==> src/rtl/burst_pkg.sv <==
// Shared constants and state encoding for the burst feeder and its downstream FSM.
// Latency: n/a (declarations only).
// Backpressure: n/a.
package burst_pkg;

    localparam int DATA_W    = 6;
    localparam int BURST_LEN = 8;
    // Width of the word counter and buffer indices (covers 0..BURST_LEN).
    localparam int IDX_W     = 4;

    typedef enum logic [1:0] {
        ST_IDLE = 2'd0,
        ST_FILL = 2'd1,
        ST_SEND = 2'd2,
        ST_GAP  = 2'd3
    } state_t;

endpackage

==> src/rtl/burst_buffer.sv <==
// Burst register file: one write port, one zero-padding read port.
// Latency: write lands on the clock edge; read is combinational with write-through bypass.
// Backpressure: none, the owner decides when to write and read.
module burst_buffer
    import burst_pkg::*;
#(
    parameter int DATA_W    = burst_pkg::DATA_W,
    parameter int BURST_LEN = burst_pkg::BURST_LEN
) (
    input  logic              clk,
    input  logic              rst,
    input  logic              i_wr_en,
    input  logic [IDX_W-1:0]  i_wr_idx,
    input  logic [DATA_W-1:0] i_wr_data,
    input  logic [IDX_W-1:0]  i_rd_idx,
    input  logic [BURST_LEN-1:0] i_pad_mask,
    output logic [DATA_W-1:0] o_rd_data
);

    logic [DATA_W-1:0] r_mem [BURST_LEN];

    // Storage: reset clears every entry so no stale word can leak after reset.
    always_ff @(posedge clk) begin
        if (rst) begin
            for (int i = 0; i < BURST_LEN; i++) r_mem[i] <= '0;
        end else if (i_wr_en) begin
            for (int i = 0; i < BURST_LEN; i++) begin
                if (i_wr_idx == IDX_W'(i)) r_mem[i] <= i_wr_data;
            end
        end
    end

    // Read mux: masked-off or out-of-range indices read as zero; a same-edge write is forwarded.
    always_comb begin
        o_rd_data = '0;
        for (int i = 0; i < BURST_LEN; i++) begin
            if (i_rd_idx == IDX_W'(i) && i_pad_mask[i]) begin
                o_rd_data = (i_wr_en && i_wr_idx == IDX_W'(i)) ? i_wr_data : r_mem[i];
            end
        end
    end

endmodule

==> src/rtl/burst_feeder.sv <==
// Collects upstream words into fixed-length bursts (zero-padded on flush), then idles for a gap.
// Latency: burst words appear from the cycle after the fill-complete/flush edge, one per cycle.
// Backpressure: in_ready is low through SEND and GAP; held in_valid is taken on the next ready cycle.
module burst_feeder #(
    parameter int DATA_W     = burst_pkg::DATA_W,
    parameter int BURST_LEN  = burst_pkg::BURST_LEN,
    parameter int GAP_CYCLES = 16
) (
    input  logic              clk,
    input  logic              rst,
    input  logic [DATA_W-1:0] in_data,
    input  logic              in_valid,
    output logic              in_ready,
    input  logic              flush,
    output logic [DATA_W-1:0] out_data,
    output logic              out_valid,
    output logic [1:0]        state,
    output logic [3:0]        word_cnt
);

    import burst_pkg::*;

    localparam int GAP_W = $clog2(GAP_CYCLES + 1);
    localparam logic [IDX_W-1:0] LAST_IDX = IDX_W'(BURST_LEN - 1);
    localparam logic [IDX_W-1:0] LEN_IDX  = IDX_W'(BURST_LEN);
    localparam logic [GAP_W-1:0] GAP_LAST = GAP_W'(GAP_CYCLES - 1);

    state_t               r_state;
    state_t               w_nxt_state;
    logic [IDX_W-1:0]     r_word_cnt;
    logic [IDX_W-1:0]     w_cnt_nxt;
    logic [IDX_W-1:0]     r_rd_idx;
    logic [GAP_W-1:0]     r_gap_cnt;
    logic [GAP_W-1:0]     w_gap_nxt;
    logic [DATA_W-1:0]    r_out_data;
    logic                 r_out_valid;
    logic                 w_in_ready;
    logic                 w_accept;
    logic                 w_send_nxt;
    logic [BURST_LEN-1:0] w_pad_mask;
    logic [DATA_W-1:0]    w_rd_data;

    assign w_in_ready = (r_state == ST_IDLE) || (r_state == ST_FILL);
    assign w_accept   = in_valid && w_in_ready;
    assign w_send_nxt = (w_nxt_state == ST_SEND);

    // Entries at or beyond the count captured at SEND entry are padded with zero.
    always_comb begin
        w_pad_mask = '0;
        for (int i = 0; i < BURST_LEN; i++) w_pad_mask[i] = (IDX_W'(i) < w_cnt_nxt);
    end

    burst_buffer #(
        .DATA_W    (DATA_W),
        .BURST_LEN (BURST_LEN)
    ) u_buffer (
        .clk        (clk),
        .rst        (rst),
        .i_wr_en    (w_accept),
        .i_wr_idx   (r_word_cnt),
        .i_wr_data  (in_data),
        .i_rd_idx   (r_rd_idx),
        .i_pad_mask (w_pad_mask),
        .o_rd_data  (w_rd_data)
    );

    // Next-state, word count and gap count; flush only matters while filling.
    always_comb begin
        w_nxt_state = r_state;
        w_cnt_nxt   = r_word_cnt;
        w_gap_nxt   = r_gap_cnt;
        case (r_state)
            ST_IDLE: begin
                if (w_accept) begin
                    w_cnt_nxt   = IDX_W'(1);
                    w_nxt_state = (BURST_LEN == 1) ? ST_SEND : ST_FILL;
                end
            end
            ST_FILL: begin
                if (w_accept) w_cnt_nxt = r_word_cnt + IDX_W'(1);
                if (flush || (w_accept && r_word_cnt == LAST_IDX)) w_nxt_state = ST_SEND;
            end
            ST_SEND: begin
                if (r_rd_idx == LEN_IDX) begin
                    w_nxt_state = ST_GAP;
                    w_gap_nxt   = '0;
                end
            end
            ST_GAP: begin
                if (r_gap_cnt == GAP_LAST) begin
                    w_nxt_state = ST_IDLE;
                    w_cnt_nxt   = '0;
                end else begin
                    w_gap_nxt = r_gap_cnt + GAP_W'(1);
                end
            end
            default: w_nxt_state = ST_IDLE;
        endcase
    end

    // State, counters and output flops; the read index walks the buffer while SEND is next.
    always_ff @(posedge clk) begin
        if (rst) begin
            r_state     <= ST_IDLE;
            r_word_cnt  <= '0;
            r_rd_idx    <= '0;
            r_gap_cnt   <= '0;
            r_out_valid <= 1'b0;
            r_out_data  <= '0;
        end else begin
            r_state     <= w_nxt_state;
            r_word_cnt  <= w_cnt_nxt;
            r_gap_cnt   <= w_gap_nxt;
            r_rd_idx    <= w_send_nxt ? r_rd_idx + IDX_W'(1) : '0;
            r_out_valid <= w_send_nxt;
            r_out_data  <= w_send_nxt ? w_rd_data : '0;
        end
    end

    assign in_ready  = w_in_ready;
    assign out_data  = r_out_data;
    assign out_valid = r_out_valid;
    assign state     = r_state;
    assign word_cnt  = r_word_cnt;

endmodule

==> config.mk <==
export PLATFORM = sky130hd
export DESIGN_NAME = burst_feeder
export DESIGN_NICKNAME = d
export VERILOG_FILES = /design/src/rtl/burst_pkg.sv /design/src/rtl/burst_buffer.sv /design/src/rtl/burst_feeder.sv
export SDC_FILE = /design/constraint.sdc
export NUM_CORES = 1
export LEC_CHECK = 0
export BUFFER_PORTS_ARGS = -buffer_cell sky130_fd_sc_hd__buf_2
export CORE_MARGIN = 10
export CORE_UTILIZATION = 55
export DETAILED_ROUTE_END_ITERATION = 10
export PLACE_DENSITY = 0.75
export SYNTH_ARGS = -nofsm -noshare
export SYNTH_HDL_FRONTEND = slang
export SYNTH_SLANG_ARGS = --single-unit
==> constraint.sdc <==
create_clock -name clk -period 6.4 [get_ports clk]
set_clock_uncertainty 0.15 [all_clocks]
set_input_delay 0.96 -clock clk [delete_from_list [all_inputs] [get_ports clk]]
set_output_delay 0.96 -clock clk [all_outputs]
set_load 0.005 [all_outputs]
# After elaboration in Yosys (flattened, before gate mapping)
# Memory sizes are Yosys's and may differ from the RTL's.
# Index checks and enable logic that the tools add are counted.
[word_totals]
register_bits = 22
ramBits = 48
inputBits = 10
out_inout_bits = 14
elab_cells = 144
mem_count = 1
[classes]
addsub = 3
order_cmp = 8
n_eq_ne = 22
mux = 70
bitwise_logic = 9
n_reduce_logical = 25
[mem_list]
columns = ["memory", "words", "width", "read_ports", "rd_clocked_by_memory_dff", "wr", "line_no", "source"]
rows = [
  ["u_buffer.r_mem", 8, 6, 8, 0, 8, "burst_buffer.sv:20", "logic [DATA_W-1:0] r_mem [BURST_LEN];"],
]
[ops]
columns = ["operator", "count"]
rows = [
  ["two-way mux 6 bit", 24],
  ["two-way mux 1 bit", 34],
  ["equality test 4 x 3 -> 1 bit (second input constant)", 8],
  ["logical AND 1 bit", 17],
  ["equality test 4 x 2 -> 1 bit (second input constant)", 4],
  ["< comparator 3 x 4 -> 1 bit (first input constant)", 4],
  ["two-way mux 4 bit", 3],
  ["one-hot mux 4 bit (3 select lines)", 1],
  ["two-way mux 5 bit", 2],
  ["one-hot mux 5 bit (2 select lines)", 1],
  ["adder 4 x 1 -> 4 bit (second input constant)", 2],
  ["equality test 4 x 1 -> 1 bit (second input constant)", 2],
  ["logical NOT 4 bit", 2],
  ["< comparator 1 x 4 -> 1 bit (first input constant)", 2],
  ["< comparator 2 x 4 -> 1 bit (first input constant)", 2],
  ["two-way mux 2 bit", 4],
  ["bitwise OR 1 bit", 8],
  ["one-hot mux 2 bit (4 select lines)", 1],
  ["equality test 2 bit (second input constant)", 3],
  ["adder 5 x 1 -> 5 bit (second input constant)", 1],
  ["equality test 5 x 4 -> 1 bit (second input constant)", 1],
  ["equality test 4 bit (second input constant)", 1],
  ["inequality test 2 bit (second input constant)", 2],
  ["AND reduction 3 bit", 1],
  ["other kinds (6)", 7],
]

# Longest topological paths before layout
[depth]
word_depth = 15
ltp_mapped = 12
depth_no_buf = 10

# Modules after synthesis
# A second synthesis with hierarchy kept.
[unflattened]
hier_cells = 359
hier_area_um2 = 3778.6
[by_module_without_submodules]
columns = ["mod", "n_inst", "cells_per_inst", "area_each_um2", "seq_area_each_um2"]
rows = [
  ["burst_buffer", 1, 236, 2658.8, 1441.4],
  ["burst_feeder", 1, 123, 1119.8, 440.4],
]

# Least setup slack after synthesis
# OpenSTA, ideal clock, no wires.
[synth_timing]
path_kind = "input to register"
startpoint = "in in_valid"
endpoint = "reg r_out_data[0], in the netlist out_data[0]"
setup_ps = 127
arrival_time_ps = 2741
t_required_ps = 6123
slack_ps = 3381
stages = 9
n_path_buf = 0
path_cell_list = "nand2b_4 -> ha_1 -> nor2b_1 -> o32ai_1 -> o211ai_1 -> a21oi_4 -> nor3_1 -> a211oi_1 -> o32ai_1"
[synth_via]
elab_chain_len = 13
elab_cells_between_ends = 51
classes_between = "8 x order compare; 1 x eq/ne; 22 x mux; 1 x bitwise; 19 x reduce/logical"
[synth_rtl]
columns = ["element", "line_no", "source"]
rows = [
  ["start, declared", "burst_feeder.sv:12", "input logic in_valid,"],
  ["logical AND 1 bit (*)", "burst_feeder.sv:44", "assign w_accept = in_valid && w_in_ready;"],
  ["two-way mux 4 bit, on equally long branches", "burst_feeder.sv:80, burst_feeder.sv:74", ""],
  ["one-hot mux 4 bit (3 select lines)", "burst_feeder.sv:72", "case (r_state)"],
  ["< comparator 1 x 4 -> 1 bit", "burst_feeder.sv:50", "for (int i = 0; i < BURST_LEN; i++) w_pad_mask[i] = (IDX_W'(i) < w_cnt_nxt);"],
  ["logical AND 1 bit", "burst_buffer.sv:37", "if (i_rd_idx == IDX_W'(i) && i_pad_mask[i]) begin"],
  ["two-way mux 6 bit (8 in series)", "burst_buffer.sv:37", ""],
  ["end signal, assigned", "burst_feeder.sv:116", "r_out_data <= w_send_nxt ? w_rd_data : '0;"],
  ["end, declared", "burst_feeder.sv:35", "logic [DATA_W-1:0] r_out_data;"],
]
# Every way passes the cells marked *; elsewhere a longest branch is shown, timed or not.
# A chain may end at the register's enable or synchronous reset.

# Worst setup path after layout
# Same ends and word-level chain as after synthesis.

==> results.cfg <==
[run_status]
outcome = complete, no violations

[sta]
setup_tns_ns = 0
finalSetupViolCount = 0
rsz0062_at_grt = false
slew_violations = 0
hold_viol = 0
period_needed_ns = 3.23
fin_crit_sh = 0.505
timing.slew.headroom = 0.339
worstMarginPinSlew_ns = 0.991
max_freq_mhz = 309

[synth]
synth_top_area_frac = 0.353
synth_commonest_cells = edfxtp_1, nor2_1, nand2_1
synth_edf_count = 48
synth_most_common_cell = edfxtp_1
yosysUniqueCellTypes = 61
yosys-top-cells-area = edfxtp_1, dfxtp_1, mux2i_1
yosys_register_bits = 70
syn_avg_cell_area_um2 = 10.0
synth_cells = 407
async_reset_ff_frac = 0
yosys_most_used_dff = edfxtp_1
synth-warning-count = 0
yosys.area.top_type = edfxtp_1
synth-seq-area-share = 0.460
syn-num-nets = 428
syn_area_um2 = 4090

[layout]
area_delta_synth_final_pct = 8.11
drive_above_1_share = 0.176
diodes = 0
fin_nets = 436
fin_area_um2 = 4420
fillerInstances = 638

[detailed_routing]
drc = 0
drt-met1-wl_um = 4620
drt_iter0_markers = 306
viasPerCell = 6.24
wl_um = 10400
drt_pass1_iterations = 5
routed.top_layer = met4
wl_met2_um = 4830
wl_per_cell_um = 20.1
ant_nets = 0
vias = 3241
met3_length_um = 678

[worst_setup_path]
cp-end-kind = flip-flop
cp-start-kind = input port
critPathArrivalTime_ns = 3.33
cp_max_fo = 10
critPathKind = input port to flip-flop
critical_path_required_ns = 6.49

[power]
power_frac_seq = 0.501
pwr_density_cell_nw_per_um2 = 235
irDropWorstVdd_uv = 111
switching_power_mw = 0.269
power_frac_comb = 0.119
p_int_mw = 0.771
p_leak_nw = 1.83
clockPowerShare = 0.380
switching_share = 0.259

[place]
dpl_cell_area_um2 = 4210
io_buffers = 23
gp_congestion = 0.944
detailed_place_hpwl_um = 7330

[clock_tree]
post_cts_resized = 0
cts_tree = done
h-tree-depth = 3
clk_latency_ns = 0.36
clk_pin_slew_ns = 0.08
cts_buffer_depth = 2
ctsHoldBuffers = 0
cts_setup_buffers = 0
clock-root-buffer = clkbuf_8
cts_made_buffers = 9
cts_sinks = 70

[global_routing]
grt_max_degree = 27
grt.total_usage = 0.186
grt_pass1_wl_um = 16600
overflow = 0
grt_pass1_vias = 3109
antenna_found_initial = 0

[hold_path]
hold_path_class = flip-flop to flip-flop

[die]
row_count = 31
io_pins = 24
die-area_um2 = 11300
core_area_um2 = 7250
dieHeight_um = 106
start_util = 0.564
die_w_um = 106

[flow_run]
cap_violations = 0
==> state kept, by name, indices dropped and copies added, names as in the netlist <==
name / count
state: 2
word_cnt: 4
u_buffer.r_mem: 48
out_data: 6
out_valid: 1
r_gap_cnt: 5
r_rd_idx: 4
==> critical path: stages <==
cell	delay, ns
buf_2	0.15
nand2b_4	0.08
ha_1	0.27
nor2b_1	0.04
o32ai_1	0.58
o211ai_1	0.39
a21oi_4	0.39
nor3_1	0.10
a211oi_1	0.24
o32ai_1	0.10
==> power groups by stage <==
stage          sequential [mW]  clock [mW]  combinational (mW)
2_1_floorplan            0.525           0              0.0912
3_3_place_gp             0.530           0               0.121
3_5_place_dp             0.532           0               0.122
4_1_cts                  0.522       0.399               0.123
5_1_grt                  0.524       0.416               0.136
6_report                 0.521       0.395               0.124
==> cell families after synthesis <==
kind of cell	synth area share
muxes	0.0894
buffers and inverters	0.0432
adders and majority gates	0.0337
xor gates and xnor gates	0.00643
DFF	0.460
and+or+nand+nor	0.194
AOI/OAI and AO/OA	0.173
==> layout by cell type, fill, tap and decap left out, drive strengths merged, types with 4 or more instances in the layout <==
master	n
nand3	18
clkbuf	9
mux2	12
and2	4
buf	23
a21oi	22
nor3	7
inv	15
nand2b	18
nor2	46
o211ai	7
nand2	35
edfxtp	48
a211oi	9
a31o	8
mux2i	23
dfxtp	22
nor2b	6
clkinv	5
ha	11
and3	5
o21bai	4
o21ai	11
==> path summary, 6_finish.rpt <==
| kind | start | to | slack (ns) | cells after the start |
|---|---|---|---|---|
| worst max register to register | state[1]$_SDFF_PP0_ | out_data[0]$_SDFF_PP0_ | 3.19 | 9 |
| worst min register to register | r_gap_cnt[1]$_SDFFE_PP0P_ | r_gap_cnt[1]$_SDFFE_PP0P_ | 0.33 | 2 |
| worst max-delay path | in_valid | out_data[0]$_SDFF_PP0_ | 3.17 | 10 |
| worst min-delay path | r_gap_cnt[1]$_SDFFE_PP0P_ | r_gap_cnt[1]$_SDFFE_PP0P_ | 0.33 | 2 |
==> metrics by stage <==
stage / power, mW / utilization / worst slack, ns / hold WS [ns] / std cells
after CTS: 1.04 / 0.609 / 3.25 / 0.330 / 519
after detailed placement: 0.654 / 0.580 / 2.85 / 0.319 / 503
after global routing: 1.08 / 0.609 / 2.81 / 0.346 / 519
final: 1.04 / 0.609 / 3.17 / 0.331 / 519
after global placement: 0.651 / 0.580 / 2.97 / 0.312 / 503
after floorplan: 0.616 / - / 3.38 / 0.295 / 407
==> final cells by class <==
type,instances,area [µm²],area share
Sequential cell,70,1880,0.426
Multi-Input combinational cell,296,2030,0.459
Tap cell,99,124,0.0280
Clock buffer,9,124,0.0280
Clock inverter,7,88.8,0.0201
Inverter,15,56.3,0.0127
Timing Repair Buffer,23,115,0.0260
==> layer usage <==
layer / GRT usage / vias to the layer above
met5: 0 / -
met4: 0.0870 / 0
met3: 0.0386 / 22
met2: 0.289 / 133
met1: 0.242 / 1573
li1: - / 1513
Power figures use the tool's default switching activity.
